File: config.mk
export PLATFORM = sky130hd
export DESIGN_NAME = fetch_unit
export DESIGN_NICKNAME = d
export VERILOG_FILES = /design/src/rtl/fetch_pkg.sv /design/src/rtl/fetch_pc_reg.sv /design/src/rtl/fetch_unit.sv
export SDC_FILE = /design/constraint.sdc
export NUM_CORES = 1
export LEC_CHECK = 0
export BUFFER_PORTS_ARGS = -buffer_cell sky130_fd_sc_hd__buf_2
export CORE_ASPECT_RATIO = 0.5
export CORE_MARGIN = 2
export CORE_UTILIZATION = 45
export CTS_CLUSTER_SIZE = 14
export DETAILED_ROUTE_END_ITERATION = 8
export GPL_TIMING_DRIVEN = 1
export HOLD_SLACK_MARGIN = 0.05
export MAX_ROUTING_LAYER = met4
export PLACE_DENSITY = 0.76
export SYNTH_ARGS = -nofsm -noshare
export SYNTH_HDL_FRONTEND = slang
export SYNTH_SLANG_ARGS = --single-unit
File: constraint.sdc
create_clock -name clk -period 1.74 [get_ports clk]
set_input_delay 0.261 -clock clk [delete_from_list [all_inputs] [get_ports clk]]
set_output_delay 0.261 -clock clk [all_outputs]
set_load 0.03 [all_outputs]
File: src/rtl/fetch_pkg.sv
// Shared fetch-stage types and constants: state encodings, reset PC, NOP word.
// Pure declarations, no logic.
package fetch_pkg;

    localparam int XLEN = 32;

    localparam logic [XLEN-1:0] RESET_PC_DEFAULT = 32'h0000_0000;
    localparam logic [XLEN-1:0] NOP_INSN         = 32'h0000_0013;

    typedef logic [1:0] state_t;

    localparam state_t S_REQ  = 2'd0;
    localparam state_t S_WAIT = 2'd1;
    localparam state_t S_HOLD = 2'd2;
    localparam state_t S_HALT = 2'd3;

endpackage

File: src/rtl/fetch_pc_reg.sv
// Program counter: loads RESET_PC on reset, redirect target on load, else +4 on incr.
// One-cycle update latency; no flow control of its own.
module fetch_pc_reg
    import fetch_pkg::*;
#(
    parameter logic [XLEN-1:0] RESET_PC = RESET_PC_DEFAULT
) (
    input  logic            clk,
    input  logic            reset,
    input  logic            load_i,
    input  logic [XLEN-1:0] target_i,
    input  logic            incr_i,
    output logic [XLEN-1:0] pc_o,
    output logic [XLEN-1:0] pc_plus4_o
);

    logic [XLEN-1:0] pc_q;
    logic [XLEN-1:0] pc_d;

    assign pc_o       = pc_q;
    assign pc_plus4_o = pc_q + 32'd4;

    always_comb begin
        pc_d = pc_q;
        if (load_i) begin
            pc_d = target_i;
        end else if (incr_i) begin
            pc_d = pc_plus4_o;
        end
    end

    always_ff @(posedge clk) begin
        if (reset) begin
            pc_q <= RESET_PC;
        end else begin
            pc_q <= pc_d;
        end
    end

endmodule

File: src/rtl/fetch_unit.sv
// Instruction fetch: REQ->WAIT->HOLD loop, one outstanding request, registered inst buffer; FETCH_MISALIGN_TRAP_EN enables misaligned-redirect halt.
// Three cycles per instruction at zero-wait memory; stalls in REQ on imem_req_ready and in HOLD on inst_ready.
module fetch_unit
    import fetch_pkg::*;
#(
    parameter logic [XLEN-1:0] RESET_PC = RESET_PC_DEFAULT
) (
    input  logic            clk,
    input  logic            reset,
    output logic            imem_req_valid,
    output logic [XLEN-1:0] imem_req_addr,
    input  logic            imem_req_ready,
    input  logic            imem_rsp_valid,
    input  logic [XLEN-1:0] imem_rsp_data,
    input  logic            redirect_valid,
    input  logic [XLEN-1:0] redirect_target,
    output logic            inst_valid,
    input  logic            inst_ready,
    output logic [XLEN-1:0] inst_data,
    output logic [XLEN-1:0] inst_pc,
    output logic [XLEN-1:0] inst_pcplus4,
    output logic            misalign_err
);

    localparam logic [XLEN-1:0] RESET_PCPLUS4 = RESET_PC + 32'd4;

    state_t          state_q, state_d;
    logic            drop_q, drop_d;
    logic            stale_q, stale_d;
    logic            err_q, err_d;
    logic [XLEN-1:0] data_q, pc_buf_q, pcplus4_buf_q;
    logic            capture;
    logic            pc_load, pc_incr;
    logic [XLEN-1:0] pc, pc_plus4;
    logic [XLEN-1:0] target;
    logic            misalign;
    logic            active, redir, trap, rsp_live;

`ifdef FETCH_MISALIGN_TRAP_EN
    assign target   = redirect_target;
    assign misalign = redirect_valid && (redirect_target[1:0] != 2'b00);
`else
    assign target   = redirect_target & ~32'h0000_0003;
    assign misalign = 1'b0;
`endif

    assign active   = (state_q != S_HALT);
    assign redir    = redirect_valid && active && !misalign;
    assign trap     = misalign && active;
    // A response owed from before a reset or trap is swallowed before any new one counts.
    assign rsp_live = imem_rsp_valid && !stale_q;

    always_comb begin
        state_d = state_q;
        drop_d  = drop_q;
        stale_d = stale_q && !imem_rsp_valid;
        err_d   = err_q || trap;
        capture = 1'b0;
        pc_load = 1'b0;
        pc_incr = 1'b0;
        if (trap) begin
            state_d = S_HALT;
            if ((state_q == S_REQ && imem_req_ready) || (state_q == S_WAIT && !rsp_live)) begin
                stale_d = 1'b1;
            end
        end else begin
            case (state_q)
                S_REQ: begin
                    pc_load = redir;
                    if (imem_req_ready) begin
                        state_d = S_WAIT;
                        drop_d  = redir;
                    end
                end
                S_WAIT: begin
                    if (rsp_live) begin
                        if (drop_q || redir) begin
                            state_d = S_REQ;
                            drop_d  = 1'b0;
                            pc_load = redir;
                        end else begin
                            capture = 1'b1;
                            state_d = S_HOLD;
                        end
                    end else if (redir) begin
                        drop_d  = 1'b1;
                        pc_load = 1'b1;
                    end
                end
                S_HOLD: begin
                    if (redir) begin
                        pc_load = 1'b1;
                        state_d = S_REQ;
                    end else if (inst_ready) begin
                        pc_incr = 1'b1;
                        state_d = S_REQ;
                    end
                end
                default: begin
                end
            endcase
        end
    end

    always_ff @(posedge clk) begin
        if (reset) begin
            state_q       <= S_REQ;
            drop_q        <= 1'b0;
            err_q         <= 1'b0;
            stale_q       <= (state_q == S_WAIT || stale_q) && !imem_rsp_valid;
            data_q        <= NOP_INSN;
            pc_buf_q      <= RESET_PC;
            pcplus4_buf_q <= RESET_PCPLUS4;
        end else begin
            state_q <= state_d;
            drop_q  <= drop_d;
            err_q   <= err_d;
            stale_q <= stale_d;
            if (capture) begin
                data_q        <= imem_rsp_data;
                pc_buf_q      <= pc;
                pcplus4_buf_q <= pc_plus4;
            end
        end
    end

    fetch_pc_reg #(
        .RESET_PC(RESET_PC)
    ) u_pc (
        .clk       (clk),
        .reset     (reset),
        .load_i    (pc_load),
        .target_i  (target),
        .incr_i    (pc_incr),
        .pc_o      (pc),
        .pc_plus4_o(pc_plus4)
    );

    assign imem_req_valid = (state_q == S_REQ) && !reset;
    assign imem_req_addr  = pc;
    assign inst_valid     = (state_q == S_HOLD);
    assign inst_data      = data_q;
    assign inst_pc        = pc_buf_q;
    assign inst_pcplus4   = pcplus4_buf_q;
    assign misalign_err   = err_q;

endmodule

* Yosys cells after proc, flatten, opt, wreduce, memory -nomap -nowiden
Index checks and enable logic that the tools add are counted.
** Operators by class
- $add $sub $neg :: 1
- Equality and inequality tests :: 8
- Muxes and demuxes :: 24
- Reductions and logical operators :: 17
** Operators by type and width (number)
- $mux W32 :: 2
- $add A32 B3 Y32 const B :: 1
- $mux W1 :: 14
- $mux W2 :: 5
- $reduce_and A4 Y1 :: 2
- $ne A2 B2 Y1 const B :: 3
- $pmux W2 S3 :: 1
- $logic_and A1 B1 Y1 :: 5
- $reduce_bool A2 Y1 :: 2
- $logic_not A1 Y1 :: 3
- $ne A3 B1 Y1 const B :: 1
- $ne A3 B2 Y1 const B :: 1
- $ne A3 B3 Y1 const B :: 1
- $pmux W1 S3 :: 1
- $reduce_bool A3 Y1 :: 1
- $eq A2 B1 Y1 const B :: 1
- $eq A2 B2 Y1 const B :: 1
- $logic_not A2 Y1 :: 1
- $logic_or A1 B1 Y1 :: 2
- $pmux W1 S2 :: 1
- $reduce_or A2 Y1 :: 1
** Word-level totals
- Register bits :: 132
- Input bits :: 70
- Output and inout port bits :: 131

* Longest topological paths before layout
- Word-level depth :: 7
- Gate-level depth with buffers :: 10

* Hierarchy
From an unflattened synthesis, not the netlist that was laid out.
** Unflattened totals
- Cell total of the unflattened synthesis :: 763
- Area, all modules :: 5982.0 µm²
** By module, submodules not included
- fetch_unit :: instances 1, cells each 455, area an instance 3631.0 µm², seq. area each 2001.9 µm²
- fetch_pc_reg :: instances 1, cells each 308, area an instance 2351.0 µm², seq. area each 640.6 µm²

* Worst setup path before layout
Ideal clock, no wire load.
- Kind :: register -> register
- From :: register u_pc.pc_q[2] (netlist: u_pc.pc_o[2])
- To :: register u_pc.pc_q[22] (netlist: u_pc.pc_o[22])
- Setup time :: 0.122 ns
- Arrival time :: 1.993 ns
- Path slack :: -0.375 ns
- Cell stages (with the launch flop) :: 7
- Path buffers :: 0
- Clock period less this slack :: 2.115 ns
- Path through :: dfxtp_1 > ha_1 > nand3_2 > nor2_2 > nand4_1 > a21o_1 > a221o_1
** On the way
- Longest elaborated chain between the ends :: 3
** Ends and longest elaborated chain
- start, declared :: RTL line fetch_pc_reg.sv:17 : logic [XLEN-1:0] pc_q;
- start signal, assigned :: RTL line fetch_pc_reg.sv:36 : pc_q <= pc_d;
- $add A32 B3 Y32 :: RTL line fetch_pc_reg.sv:21 : assign pc_plus4_o = pc_q + 32'd4;
- $mux W32 :: RTL line fetch_pc_reg.sv:27 : end else if (incr_i) begin
- $mux W32 :: RTL line fetch_pc_reg.sv:25 : if (load_i) begin
No other way between the ends. The select of a mux whose other input is x is not followed.
A chain may end at the register's enable or synchronous reset.

* Worst setup path in the final report
- From :: register state_q[0]
- To :: register u_pc.pc_q[7] (netlist: u_pc.pc_o[7])
** On the way
- Longest elaborated chain between the ends :: 7
- Elaborated cells on any way between the ends :: 14
** Ends and longest elaborated chain
- start, declared :: RTL line fetch_unit.sv:27 : state_t state_q, state_d;
- start signal, assigned :: RTL line fetch_unit.sv:115 : state_q <= state_d;
- $ne A2 B2 Y1 :: RTL line fetch_unit.sv:47 : assign active = (state_q != S_HALT);
- $logic_and A1 B1 Y1 :: RTL line fetch_unit.sv:48 : assign redir = redirect_valid && active && !misalign;
- $logic_or A1 B1 Y1 :: RTL line fetch_unit.sv:77 : if (drop_q || redir) begin
- $mux W1 :: RTL line fetch_unit.sv:77
- $mux W1 :: RTL line fetch_unit.sv:76 : if (rsp_live) begin
- $pmux W1 S3 :: RTL line fetch_unit.sv:67 : case (state_q)
- $mux W32 / $reduce_bool A2 Y1 (equally long branches)
Parallel ways exist; a longest one is shown, timed or not.

==> flow_summary.yaml <==
finish:
  nNetsFinal: 1014
  stdcell_area_sq_mm: 0.00841
  multi_input_area_sq_mm: 0.00306
  regArea_sq_mm: 0.00257
  n_fill_cell: 895
  final_layout_size_suffix_gt1_share_pct: 41.4
  area_growth_pct: 48.7
routing:
  wl_um: 20100
  first_pass_iters: 5
  routedWlPerCell_um: 18.0
  viasPerCell: 5.66
  route.detailed.drc: 0
  vias: 6333
  drt_iter0_drc: 716
  ant_nets: 0
worst_hold_path:
  holdPathEnd: "u_pc.pc_o[24]$_SDFFE_PP0P_"
  hp-start: "redirect_target[24]"
  hold_depth: 3
  hold_class: "input port to flip-flop"
synthesis:
  yosys_warnings: 0
  netlist_instances: 690
  postSynthAreaPerCell_sq_um: 8.20
  yosysTopAreaCell: "dfxtp_1"
  ys_types: 63
  synth_edf_count: 0
  ys_seq_elements: 126
  synthesis.area_sq_mm: 0.00566
  synthTopCellsByArea: "dfxtp_1, nand2_1, a21oi_1"
  ys_seq_area_share_pct: 44.6
  ys.flop_type: "dfxtp_1"
  ys_async_sr_fraction_pct: 0
  yosys.area.top_type_share_pct: 44.6
worst_setup_path:
  ff2ff_setup_slack_ps: -180
  cp.required_ps: 2060
  r2r_start: "state_q[0]$_SDFFE_PP0P_"
  critPathMaxFanout: 9
  critPathCaptureType: "flip-flop"
  r2r_end: "u_pc.pc_o[7]$_SDFFE_PP0P_"
  worstSetupPathType: "flip-flop to flip-flop"
  r2r_cells: 8
  critPathLaunchType: "flip-flop"
  cp_data_arrival_time_ps: 2250
placement:
  finalWeightedCongestion: 0.907
  post_dp_cell_area_sq_mm: 0.00722
  io_buffers: 191
  hpwl_um: 12400
power:
  ir_worst_vdd_mv: 0.526
  clkPwrFrac_pct: 42.8
  pwr-share-comb_pct: 19.6
  power_mw: 8.52
  swShare_pct: 29.4
  leakagePower_nw: 3.71
  p_per_area_mw_per_mm2: 1010
  net-switching-power_mw: 2.50
  p_seq_share_pct: 37.6
  p_int_mw: 6.02
cts:
  cts-buffers-inserted: 17
  cts_tree: "built"
  cts_max_level: 4
  clock-sinks: 126
  clockRootBuffer: "clkbuf_16"
  clockBufferDepth: 2
  insertion_delay_ps: 410
  clkTransAtPathRegs_ps: 60
floorplanning:
  core_area_sq_mm: 0.0121
  initial_core_util_pct: 46.9
  num_rows: 28
  die-area_sq_mm: 0.0135
  die_y_um: 83.3
  die_w_um: 163
  ios: 201
sta:
  hold_ws_ps: 63.6
  finalSetupViolCount: 8
  slew_viol_final: 0
  finalClockSkew_ps: 7.43
  finalHoldViolCount: 0
  layout_setup_ws_ps: -182
  fmax_ghz: 0.520
  rsz0062_at_grt: "yes"
  period_needed_ps: 1920
  fin_crit_sh_pct: 110
run_status:
  status: "complete, but fails checks"
  violations: "negative setup slack"
global_route:
  grt_pass1_wl_um: 28900
  grt_use_total_pct: 27.4
  antenna_found_initial: 1
  grt_pass1_vias: 5764
  grt.overflow.total: 0
  grt_max_degree: 55
flow_run:
  cap_viol_max_count: 0
-- what timing repair did --
action | 4_1_cts | 5_1_grt
hold buffers | 1 | 0
endpoints found under the hold margin | 1 | 0
gates resized for setup | 30 | 48
setup buffers | 3 | 10
gates cloned | 3 | 3
pin swaps | 3 | 22
setup endpoints to repair | 110 | 101
-- registers in the layout, indices dropped and copies added, names as in the netlist --
name and cells:
state_q 2, inst_pcplus4 30, inst_data 32, inst_pc 30
u_pc.pc_o 30, drop_q 1, stale_q 1
-- metrics by stage --
step,TNS [ps],setup WS (ps),cells,utilization (%)
after floorplan,-248,-11.9,696,-
after global placement,-1530,-103,1066,59.9
after detailed placement,-10110,-202,1066,59.9
after CTS,0,7.54,1105,67.1
after global routing,-1930,-231,1118,69.8
final,-374,-182,1118,69.8
-- worst max-delay path: stages (launching register included) --
cell,delay [ps]
dfxtp_4,360
inv_2,120
ha_4,200
and2_4,160
nand2_2,90
buf_6,160
o32ai_1,440
a21oi_1,150
nor2_1,150
-- per-layer routing --
layer	track usage [%]	part of all wire, %	wire [um]
met2	43.0	47	9450
met5	-	0	0
met1	34.4	41	8170
met3	5.59	8.6	1730
met4	11.6	3.9	782
-- how the worst max path moves through the flow --
stage                                 start                          to  slack [ps]  cells past startpoint
floorplan           state_q[1]$_SDFFE_PP0P_  inst_data[31]$_SDFFE_PP0P_         -10                     10
global placement    state_q[0]$_SDFFE_PP0P_  u_pc.pc_o[24]$_SDFFE_PP0P_        -100                      7
detailed placement  state_q[0]$_SDFFE_PP0P_  u_pc.pc_o[21]$_SDFFE_PP0P_        -200                      7
CTS                 state_q[0]$_SDFFE_PP0P_   u_pc.pc_o[9]$_SDFFE_PP0P_           8                      7
global route        state_q[0]$_SDFFE_PP0P_   u_pc.pc_o[7]$_SDFFE_PP0P_        -230                      8
finish              state_q[0]$_SDFFE_PP0P_   u_pc.pc_o[7]$_SDFFE_PP0P_        -180                      8
-- layout by cell type, fill, tap and decap left out, types with 5 or more instances in the layout --
cell type and n:
dfxtp_2 11, clkbuf_16 20, dfxtp_4 10, nor3_1 8
dfxtp_1 105, buf_2 189, xnor2_1 13, a21oi_1 84
buf_6 12, and3_1 5, a22oi_1 8, ha_4 5
xor2_1 10, inv_1 6, nand2_1 148, buf_12 8
nand4_1 6, nand3_1 14, nor2_1 38, a31oi_1 13
a21oi_2 9, o21ai_1 21, o21ai_0 24, conb_1 7
buf_4 66
-- Yosys cell counts, types with 3 or more instances --
cell type  number
o21ai_0        29
o22ai_1         4
o311ai_1        4
nand4_1         6
nand3_1        14
nand2_1       150
buf_6           3
buf_4           9
inv_1           8
a211oi_1        5
ha_1            5
nor2_1         41
o21ai_1        17
nor4_4          4
a31oi_1        13
nor3_1         11
xor2_1         12
nand3_2         3
buf_2          11
nand2b_1        4
a21oi_1        93
nor2b_1         3
a22oi_1         8
and3_1          5
o21a_1          3
and2_1          4
dfxtp_1       126
or3_1           3
clkbuf_1       34
and4_1          3
nand4_4         3
xnor2_1        13
-- cells by family (layout without fill, tap and decap cells) --
group                      after synthesis  in the layout  share of synthesized area, %
AOI/OAI and AO/OA                      197            197                          20.4
xor gates and xnor gates                25             25                          3.87
adders and majority gates                5              5                          1.11
buffers and inverters                   68            324                          6.41
DFF                                    126            126                          44.6
muxes                                    1              1                         0.177
other                                    1              8                        0.0663
and+or+nand+nor                        267            267                          23.4
-- power groups by stage --
| stage | logic, mW | clock network [mW] | registers, mW |
|---|---|---|---|
| floorplan | 0.620 | 0 | 3.53 |
| global placement | 1.39 | 0 | 3.24 |
| detailed placement | 1.42 | 0 | 3.25 |
| CTS | 1.53 | 3.67 | 3.19 |
| global route | 1.76 | 3.78 | 3.22 |
| finish | 1.67 | 3.65 | 3.21 |
-- area by class of cell --
type	instances	share of cell area, %
antenna	1	0.0298
clock buffer	22	5.52
clock inverter	10	1.62
inverter	9	0.431
multi-input combinational	502	36.3
sequential	126	30.6
tap	165	2.45
timing repair buffer	283	23.0
No activity file was read; power rests on OpenSTA's default activity.
